File: config.mk
export PLATFORM = sky130hd
export DESIGN_NAME = mem_arbiter
export DESIGN_NICKNAME = d
export VERILOG_FILES = /design/src/rtl/mem_arbiter.sv
export SDC_FILE = /design/constraint.sdc
export NUM_CORES = 1
export LEC_CHECK = 0
export CORE_MARGIN = 2
export CORE_UTILIZATION = 42
export CTS_BUF_LIST = sky130_fd_sc_hd__clkbuf_8
export DETAILED_ROUTE_END_ITERATION = 8
export MAX_ROUTING_LAYER = met4
export PLACE_DENSITY = 0.88
export SYNTH_ARGS = -nofsm -noshare
export SYNTH_HDL_FRONTEND = slang
export SYNTH_SLANG_ARGS = --single-unit
File: constraint.sdc
create_clock -name CLK -period 4.62 [get_ports CLK]
set_clock_uncertainty 0.05 [all_clocks]
set_input_delay 0.924 -clock CLK [delete_from_list [all_inputs] [get_ports CLK]]
set_output_delay 0.924 -clock CLK [all_outputs]
set_load 0.01 [all_outputs]
File: src/rtl/mem_arbiter.sv
// Round-robin arbiter sharing one four-phase REQ/ACK memory port among NREQ requesters.
// Latency: M_REQ one edge after REQ_I is sampled in IDLE; ACK_O two edges after grant with a 1-cycle memory.
// Backpressure: grant held until REQ_I[g] and M_ACK are both low; ARB_TIMEOUT_EN adds an M_ACK timeout with ERR_O.
module mem_arbiter #(
    parameter int NREQ    = 4,
    parameter int AW      = 16,
    parameter int DW      = 16,
    parameter int TIMEOUT = 255
) (
    input  logic                 CLK,
    input  logic                 RST,
    input  logic [NREQ-1:0]      REQ_I,
    input  logic [NREQ-1:0]      WEN_I,
    input  logic [NREQ*AW-1:0]   ADDR_I,
    input  logic [NREQ*DW-1:0]   DIN_I,
    output logic [NREQ-1:0]      ACK_O,
    output logic [DW-1:0]        DOUT_O,
    output logic [NREQ-1:0]      GNT_O,
    output logic                 ERR_O,
    output logic                 M_REQ,
    output logic                 M_WEN,
    output logic [AW-1:0]        M_ADDR,
    output logic [DW-1:0]        M_DIN,
    input  logic [DW-1:0]        M_DOUT,
    input  logic                 M_ACK
);

    localparam int PW = $clog2(NREQ);

    typedef enum logic [1:0] {
        S_IDLE  = 2'd0,
        S_ISSUE = 2'd1,
        S_RESP  = 2'd2
    } state_t;

    state_t          r_state, w_state_nxt;
    logic [PW-1:0]   r_ptr, w_ptr_nxt;
    logic [PW-1:0]   r_gidx, w_gidx_nxt;
    logic [NREQ-1:0] r_gnt, w_gnt_nxt;
    logic [NREQ-1:0] r_ack, w_ack_nxt;
    logic [DW-1:0]   r_dout, w_dout_nxt;
    logic            r_m_req, w_m_req_nxt;
    logic            r_m_wen, w_m_wen_nxt;
    logic [AW-1:0]   r_m_addr, w_m_addr_nxt;
    logic [DW-1:0]   r_m_din, w_m_din_nxt;
`ifdef ARB_TIMEOUT_EN
    logic [7:0]      r_cnt, w_cnt_nxt;
    logic            r_err, w_err_nxt;
    logic            w_tmo;
`endif

    logic            w_found;
    logic [PW-1:0]   w_sel;
    logic [PW-1:0]   w_k;

    // Round-robin search: first requester at or after the pointer, wrapping modulo NREQ
    always_comb begin
        w_found = 1'b0;
        w_sel   = '0;
        w_k     = '0;
        for (int i = 0; i < NREQ; i++) begin
            w_k = PW'((int'(r_ptr) + i) % NREQ);
            if (!w_found && REQ_I[w_k]) begin
                w_found = 1'b1;
                w_sel   = w_k;
            end
        end
    end

`ifdef ARB_TIMEOUT_EN
    // Fires on the ISSUE cycle where the wait counter would reach TIMEOUT
    assign w_tmo = (({1'b0, r_cnt} + 9'd1) == 9'(TIMEOUT));
`endif

    // Next-state and next-output logic for the IDLE/ISSUE/RESP sequence
    always_comb begin
        w_state_nxt  = r_state;
        w_ptr_nxt    = r_ptr;
        w_gidx_nxt   = r_gidx;
        w_gnt_nxt    = r_gnt;
        w_ack_nxt    = r_ack;
        w_dout_nxt   = r_dout;
        w_m_req_nxt  = r_m_req;
        w_m_wen_nxt  = r_m_wen;
        w_m_addr_nxt = r_m_addr;
        w_m_din_nxt  = r_m_din;
`ifdef ARB_TIMEOUT_EN
        w_cnt_nxt    = r_cnt;
        w_err_nxt    = r_err;
`endif
        case (r_state)
            S_IDLE: begin
                // M_ACK guard: a memory still finishing a handshake from before a reset
                if (w_found && !M_ACK) begin
                    w_gnt_nxt        = '0;
                    w_gnt_nxt[w_sel] = 1'b1;
                    w_gidx_nxt       = w_sel;
                    w_m_req_nxt      = 1'b1;
                    w_m_wen_nxt      = WEN_I[w_sel];
                    w_m_addr_nxt     = ADDR_I[int'(w_sel)*AW +: AW];
                    w_m_din_nxt      = DIN_I[int'(w_sel)*DW +: DW];
`ifdef ARB_TIMEOUT_EN
                    w_cnt_nxt        = '0;
`endif
                    w_state_nxt      = S_ISSUE;
                end
            end
            S_ISSUE: begin
                if (M_ACK) begin
                    w_m_req_nxt = 1'b0;
                    w_m_wen_nxt = 1'b0;
                    w_ack_nxt   = r_gnt;
                    // Read data is captured only for reads; writes leave DOUT_O alone
                    if (!r_m_wen) begin
                        w_dout_nxt = M_DOUT;
                    end
`ifdef ARB_TIMEOUT_EN
                    w_err_nxt   = 1'b0;
`endif
                    w_state_nxt = S_RESP;
                end
`ifdef ARB_TIMEOUT_EN
                else if (w_tmo) begin
                    w_m_req_nxt = 1'b0;
                    w_ack_nxt   = r_gnt;
                    w_err_nxt   = 1'b1;
                    w_state_nxt = S_RESP;
                end else begin
                    w_cnt_nxt   = r_cnt + 8'd1;
                end
`endif
            end
            S_RESP: begin
                // Both the requester and the memory must have released before the grant ends
                if (!REQ_I[r_gidx] && !M_ACK) begin
                    w_ack_nxt   = '0;
                    w_gnt_nxt   = '0;
                    w_ptr_nxt   = PW'((int'(r_gidx) + 1) % NREQ);
`ifdef ARB_TIMEOUT_EN
                    w_err_nxt   = 1'b0;
`endif
                    w_state_nxt = S_IDLE;
                end
            end
            default: begin
                w_state_nxt = S_IDLE;
            end
        endcase
    end

    // State and output registers; reset aborts any transaction in flight
    always_ff @(posedge CLK or posedge RST) begin
        if (RST) begin
            r_state  <= S_IDLE;
            r_ptr    <= '0;
            r_gidx   <= '0;
            r_gnt    <= '0;
            r_ack    <= '0;
            r_dout   <= '0;
            r_m_req  <= 1'b0;
            r_m_wen  <= 1'b0;
            r_m_addr <= '0;
            r_m_din  <= '0;
`ifdef ARB_TIMEOUT_EN
            r_cnt    <= '0;
            r_err    <= 1'b0;
`endif
        end else begin
            r_state  <= w_state_nxt;
            r_ptr    <= w_ptr_nxt;
            r_gidx   <= w_gidx_nxt;
            r_gnt    <= w_gnt_nxt;
            r_ack    <= w_ack_nxt;
            r_dout   <= w_dout_nxt;
            r_m_req  <= w_m_req_nxt;
            r_m_wen  <= w_m_wen_nxt;
            r_m_addr <= w_m_addr_nxt;
            r_m_din  <= w_m_din_nxt;
`ifdef ARB_TIMEOUT_EN
            r_cnt    <= w_cnt_nxt;
            r_err    <= w_err_nxt;
`endif
        end
    end

    assign GNT_O  = r_gnt;
    assign ACK_O  = r_ack;
    assign DOUT_O = r_dout;
    assign M_REQ  = r_m_req;
    assign M_WEN  = r_m_wen;
    assign M_ADDR = r_m_addr;
    assign M_DIN  = r_m_din;
`ifdef ARB_TIMEOUT_EN
    assign ERR_O  = r_err;
`else
    assign ERR_O  = 1'b0;
`endif

endmodule
==> impl_metrics.ini, run 1 <==
[floorplan]
ioPinCount = 214
coreArea_um2 = 8590
fp-row-count = 34
die_height_um = 97.5
die_area_um2 = 9510
start_util_pct = 42.7
die_w_um = 97.5

[grt]
grt_max_degree = 44
antenna_found_initial = 0
grt_usage_pct = 27.5
grt_first_pass_wirelength_um = 20400
globalRouteOverflowTotal = 0
grt_pass1_vias = 4071

[worst_setup_path]
end_kind = flop
crit_required_ps = 4720
path_class = primary input to flop
cp_max_fo = 12
r2r_end = M_DIN[14]
slowest_delay_ps = 970
cp-start-kind = primary input
critical_path.top_delay_family = simple AND/OR/NAND/NOR gates
cp_cell_sequence = clkdlybuf4s50_1 > mux4_2 > nor3_1 > o21ai_0
path_buf_inv = 1
timing.rr.start = r_ptr[1]
rrSetupSlack_ps = 2130
arrival_ps = 3310
slowest_stage = nor3_1
worstRegToRegCells = 6

[finish]
drive_gt1_share_pct = 9.01
synthToLayoutAreaGrowth_pct = 61.0
diodes = 0
fill_cells = 684
final_net_count = 716
design_area_um2 = 5910

[pwr]
leakage_nw = 2.32
fin_total_pwr_mw = 3.23
pwr_density_cell_nw_per_um2 = 546
ir_worst_vdd_v = 0.000209

[cts]
cts.sinks = 64
cts-root-buf = clkbuf_8
clock_latency_ps = 330
cts_setup_buffers = 0
cts_tree = done
cts_buffer_depth = 2
clk_pin_slew_ps = 70
cts_hold_buf = 0
ctsResizeCount = 0
cts_buffers = 9
cts-htree-levels = 3

[logic_synthesis]
yosys.area.top_type = dfrtp_1
postSynthAreaPerCell_um2 = 9.85
synth_warnings = 0
syn_nets = 528
seq_area_frac_synth_pct = 43.6
synth_common_cells = dfrtp_1 (64), o21ai_0 (45), a21oi_1 (35)
synth_flop_cell = dfrtp_1
netlist_instances = 373
synth-seq-cells = 64
synth.most_common_cell = dfrtp_1
yosysUniqueCellTypes = 39
syn_area_um2 = 3670
async_flop_share_pct = 100
synth.area.top_cells = dfrtp_1 (44%), a221o_1 (8.7%), o22a_1 (7.6%)
synth_edf_count = 0
synth_top_area_share_pct = 43.6

[detailed_routing]
wl_met1_um = 4990
routed_wl_um = 12800
via_count = 3949
firstDrtPassIters = 5
top_layer = met4
wl_met2_um = 6270
final_antenna_net_count = 0
drtIter0Drc = 179
wl_met3_um = 990
wl_per_cell_um = 19.0
drc = 0
routed_via_density = 5.86

[timing]
max_slew_margin_pct = 19.4
fin_crit_sh_pct = 69.4
finalHoldViolations = 0
setup_viol = 0
drv_slew = 0
fin_ws_ps = 1410
hold_ws_ps = 434
setup_tns_ps = 0
worst_pin_slew_ps = 1200
fmax_ghz = 0.312
rsz0062_at_grt = false
min_period_ps = 3210

[placed_design]
port_buffers = 212
place_area_um2 = 5730
post-place-ws_ps = 1110
dp_hpwl_um = 9170
place_congestion = 0.935

[outcome]
status = finished clean

[flow_run]
maxCapViolations = 0

[worst_hold_path]
min_from = M_REQ
hold_depth = 2
holdPathEnd = M_REQ
min-delay-path-class = flop to flop
per-stage QoR:
stage               util [%]  std cells
global placement        66.7        658
floorplan                  -        373
finish                  68.8        674
CTS                     68.8        674
global route            68.8        674
detailed placement      66.7        658
where the power goes:
group          switching (mW)  total (mW)  internal, mW
sequential              0.190        1.02         0.834
clock                   0.210       0.450         0.241
combinational           0.807        1.75         0.946
cells in the final DEF, fill, tap and decap left out, types with 2 or more instances in the layout:
cell type        netlist  routed
nor2_2                 2       2
and3_1                 2       2
mux2_2                16      16
nor3_1                 3       2
nand3_1               34      34
clkdlybuf4s50_1        0     212
a211oi_1               3       3
nor2_1                 7       7
nand2_1               25      25
inv_2                  1       2
a221o_1               32      32
inv_1                  3       5
dfrtp_1               64      64
o21ai_1                3       3
o211a_1                2       2
or4_1                  2       2
nor4_2                 3       2
nor4_4                 0       2
o21ai_0               45      45
o22a_1                32      32
clkinv_2               0       3
a21oi_1               35      35
clkbuf_8               0       9
nor2b_1                2       2
buf_4                  7       6
nor2b_4                2       2
flip-flops by register name (all words and copies together), names as in the netlist:
register,cells
r_gidx,2
M_REQ,1
GNT_O,4
r_state,2
r_ptr,2
ACK_O,4
M_WEN,1
M_DIN,16
M_ADDR,16
DOUT_O,16
kinds of logic (layout without fill, tap and decap cells):
kind of cell / after synthesis / after routing / synth area share, %
xor+xnor: 1 / 1 / 0.239
flops: 64 / 64 / 43.6
compound gates: 158 / 158 / 30.2
buf+inv: 45 / 238 / 7.84
mux: 17 / 17 / 5.52
other cells: 1 / 1 / 0.102
simple gates: 87 / 87 / 12.5
how the worst max path moves through the flow:
stage / from / cells past startpoint / slack (ps) / to
after floorplan: RST / 1 / 2050 / ACK_O[0]
after global placement: REQ_I[3] / 7 / 1220 / M_DIN[13]
after detailed placement: REQ_I[3] / 4 / 1110 / GNT_O[3]
after CTS: REQ_I[3] / 4 / 1470 / GNT_O[3]
after global routing: REQ_I[3] / 4 / 1300 / GNT_O[3]
final: REQ_I[3] / 4 / 1410 / GNT_O[3]
layer usage:
layer	GRT usage [%]	vias up
met5	-	-
met4	13.4	0
met3	5.04	42
met2	45.3	231
met1	32.4	1875
li1	-	1801
area by class of cell:
class                           instances  area, um2  share of cell area, %
Inverter                                4       15.0                  0.254
Multi-Input combinational cell        264       1810                   30.7
Timing Repair Buffer                  218       2170                   36.7
Clock buffer                            9        124                   2.10
Tap cell                              108        135                   2.29
Clock inverter                          7       56.3                  0.953
Sequential cell                        64       1600                   27.1
tightest hold or removal path: cells and delay by family, from the launching register on:
family / cells / cell delay [ps]
DFF: 1 / 350
and+or+nand+nor: 2 / 100
Note: power is estimated with default switching activity, not from simulation.
==> run 2, diff against run 1 <==
CORE_UTILIZATION = 39   (was 42)
PLACE_DENSITY = 0.82   (was 0.88)
clock period = 3.35 ns   (was 4.62 ns; I/O delays follow)
==> run 2 against run 1 <==
Net effect:
- via count increased by 0.56%
- final cell count rose by 1.3%
- register-to-register slack lost 1100 ps
- cell area up 1.1%
- hold slack gained 8.1 ps
- sequential power increased by 39%
- global-route usage decreased by 1.9 points
- core utilization fell by 3.8 points
- largest cell class unchanged
- largest power group unchanged
==> impl_metrics.ini, run 2 (synthesis results as in run 1) <==
[outcome]
status = finished clean

[placed_design]
port_buffers = 212
place_congestion = 0.890
post-place-ws_ps = 334
place_area_um2 = 5780
dp_hpwl_um = 9280

[timing]
min_period_ps = 2700
fin_ws_ps = 647
rsz0062_at_grt = false
drv_slew = 0
setup_viol = 0
setup_tns_ps = 0
fmax_ghz = 0.370
fin_crit_sh_pct = 80.7
finalHoldViolations = 0
worst_pin_slew_ps = 934
hold_ws_ps = 442
max_slew_margin_pct = 37.7

[worst_setup_path]
path_buf_inv = 1
arrival_ps = 2860
worstRegToRegCells = 5
cp_cell_sequence = clkdlybuf4s50_1 > nor2_2 > or4_4 > and3_1 > a211oi_1 > o31ai_1
critical_path.top_delay_family = simple AND/OR/NAND/NOR gates
path_class = primary input to flop
cp_max_fo = 35
slowest_delay_ps = 710
slowest_stage = or4_4
worst-path-stages = 6
end_kind = flop
cp-start-kind = primary input
crit_required_ps = 3510

[worst_hold_path]
min-delay-path-class = flop to flop
hold_depth = 2

[detailed_routing]
wl_per_cell_um = 18.7
drc = 0
drtIter0Drc = 255
routed_wl_um = 12800
firstDrtPassIters = 5
via_count = 3971
final_antenna_net_count = 0
routed_via_density = 5.81

[cts]
cts_buffers = 9
clk_pin_slew_ps = 70
cts_hold_buf = 0
cts-root-buf = clkbuf_8
cts_buffer_depth = 2
cts.sinks = 64
clock_latency_ps = 340
cts_tree = done
ctsResizeCount = 0
cts_setup_buffers = 0
cts-htree-levels = 3

[finish]
ff_latch_area_um2 = 1600
multi_input_area_um2 = 1810
final_cell_mix = clkdlybuf4s50_1 (212), dfrtp_1 (64), o21ai_0 (45), a21oi_1 (35), nand3_1 (34)
drive_gt1_share_pct = 10.1
fill_cells = 735
design_area_um2 = 5980
synthToLayoutAreaGrowth_pct = 62.8
final_net_count = 722
diodes = 0
layout_commonest_cell = clkdlybuf4s50_1

[floorplan]
coreArea_um2 = 9200
die_height_um = 101
ioPinCount = 214
start_util_pct = 39.9
fp-row-count = 35
die_area_um2 = 10200
die_w_um = 101

[grt]
grt_pass1_vias = 3931
grt_first_pass_wirelength_um = 19500
globalRouteOverflowTotal = 0
grt_max_degree = 65
antenna_found_initial = 0
grt_usage_pct = 25.6

[pwr]
ir_worst_vdd_v = 0.000284
leakage_nw = 2.36
fin_total_pwr_mw = 4.53
pwr_density_cell_nw_per_um2 = 758

[flow_run]
maxCapViolations = 0
## run 2: cell type report
class | instances | area share (%)
Clock inverter | 5 | 0.795
Sequential cell | 64 | 26.8
Timing Repair Buffer | 224 | 37.0
Tap cell | 111 | 2.32
Multi-Input combinational cell | 264 | 30.3
Inverter | 4 | 0.251
Clock buffer | 11 | 2.53
## run 2: metrics by stage
stage               util, %  std cells
detailed placement     62.8        667
finish                 65.0        683
floorplan                 -        373
CTS                    65.0        683
global placement       62.8        667
global route           65.0        683
## run 2: per-layer routing
layer	part of all wire, %	GRT usage (%)	routed length (um)	vias to the layer above
met5	0	-	0	-
met3	7.1	4.51	914	28
met4	2.7	11.2	349	0
met2	50	41.6	6390	216
li1	-	-	-	1812
met1	40	31.2	5140	1915
## run 2: worst paths after layout
path / start / endpoint / slack (ps)
worst max-delay path: REQ_I[3] / M_WEN / 650
worst min register to register: M_REQ / M_REQ / 440
min in group asynchronous: RST / DOUT_O[9] / 850
max in group asynchronous: RST / M_DIN[10] / 1860
worst max register to register: r_ptr[0] / M_ADDR[11] / 1070
worst min-delay path: M_REQ / M_REQ / 440
## run 2: worst min-delay path: stages, from the launching register on
cell	delay, ps
dfrtp_1	350
nand2_1	50
nand2_1	60
## run 2: power by group
group / switching, mW / internal [mW] / total, mW
combinational: 1.11 / 1.32 / 2.43
sequential: 0.270 / 1.15 / 1.42
clock: 0.298 / 0.377 / 0.675
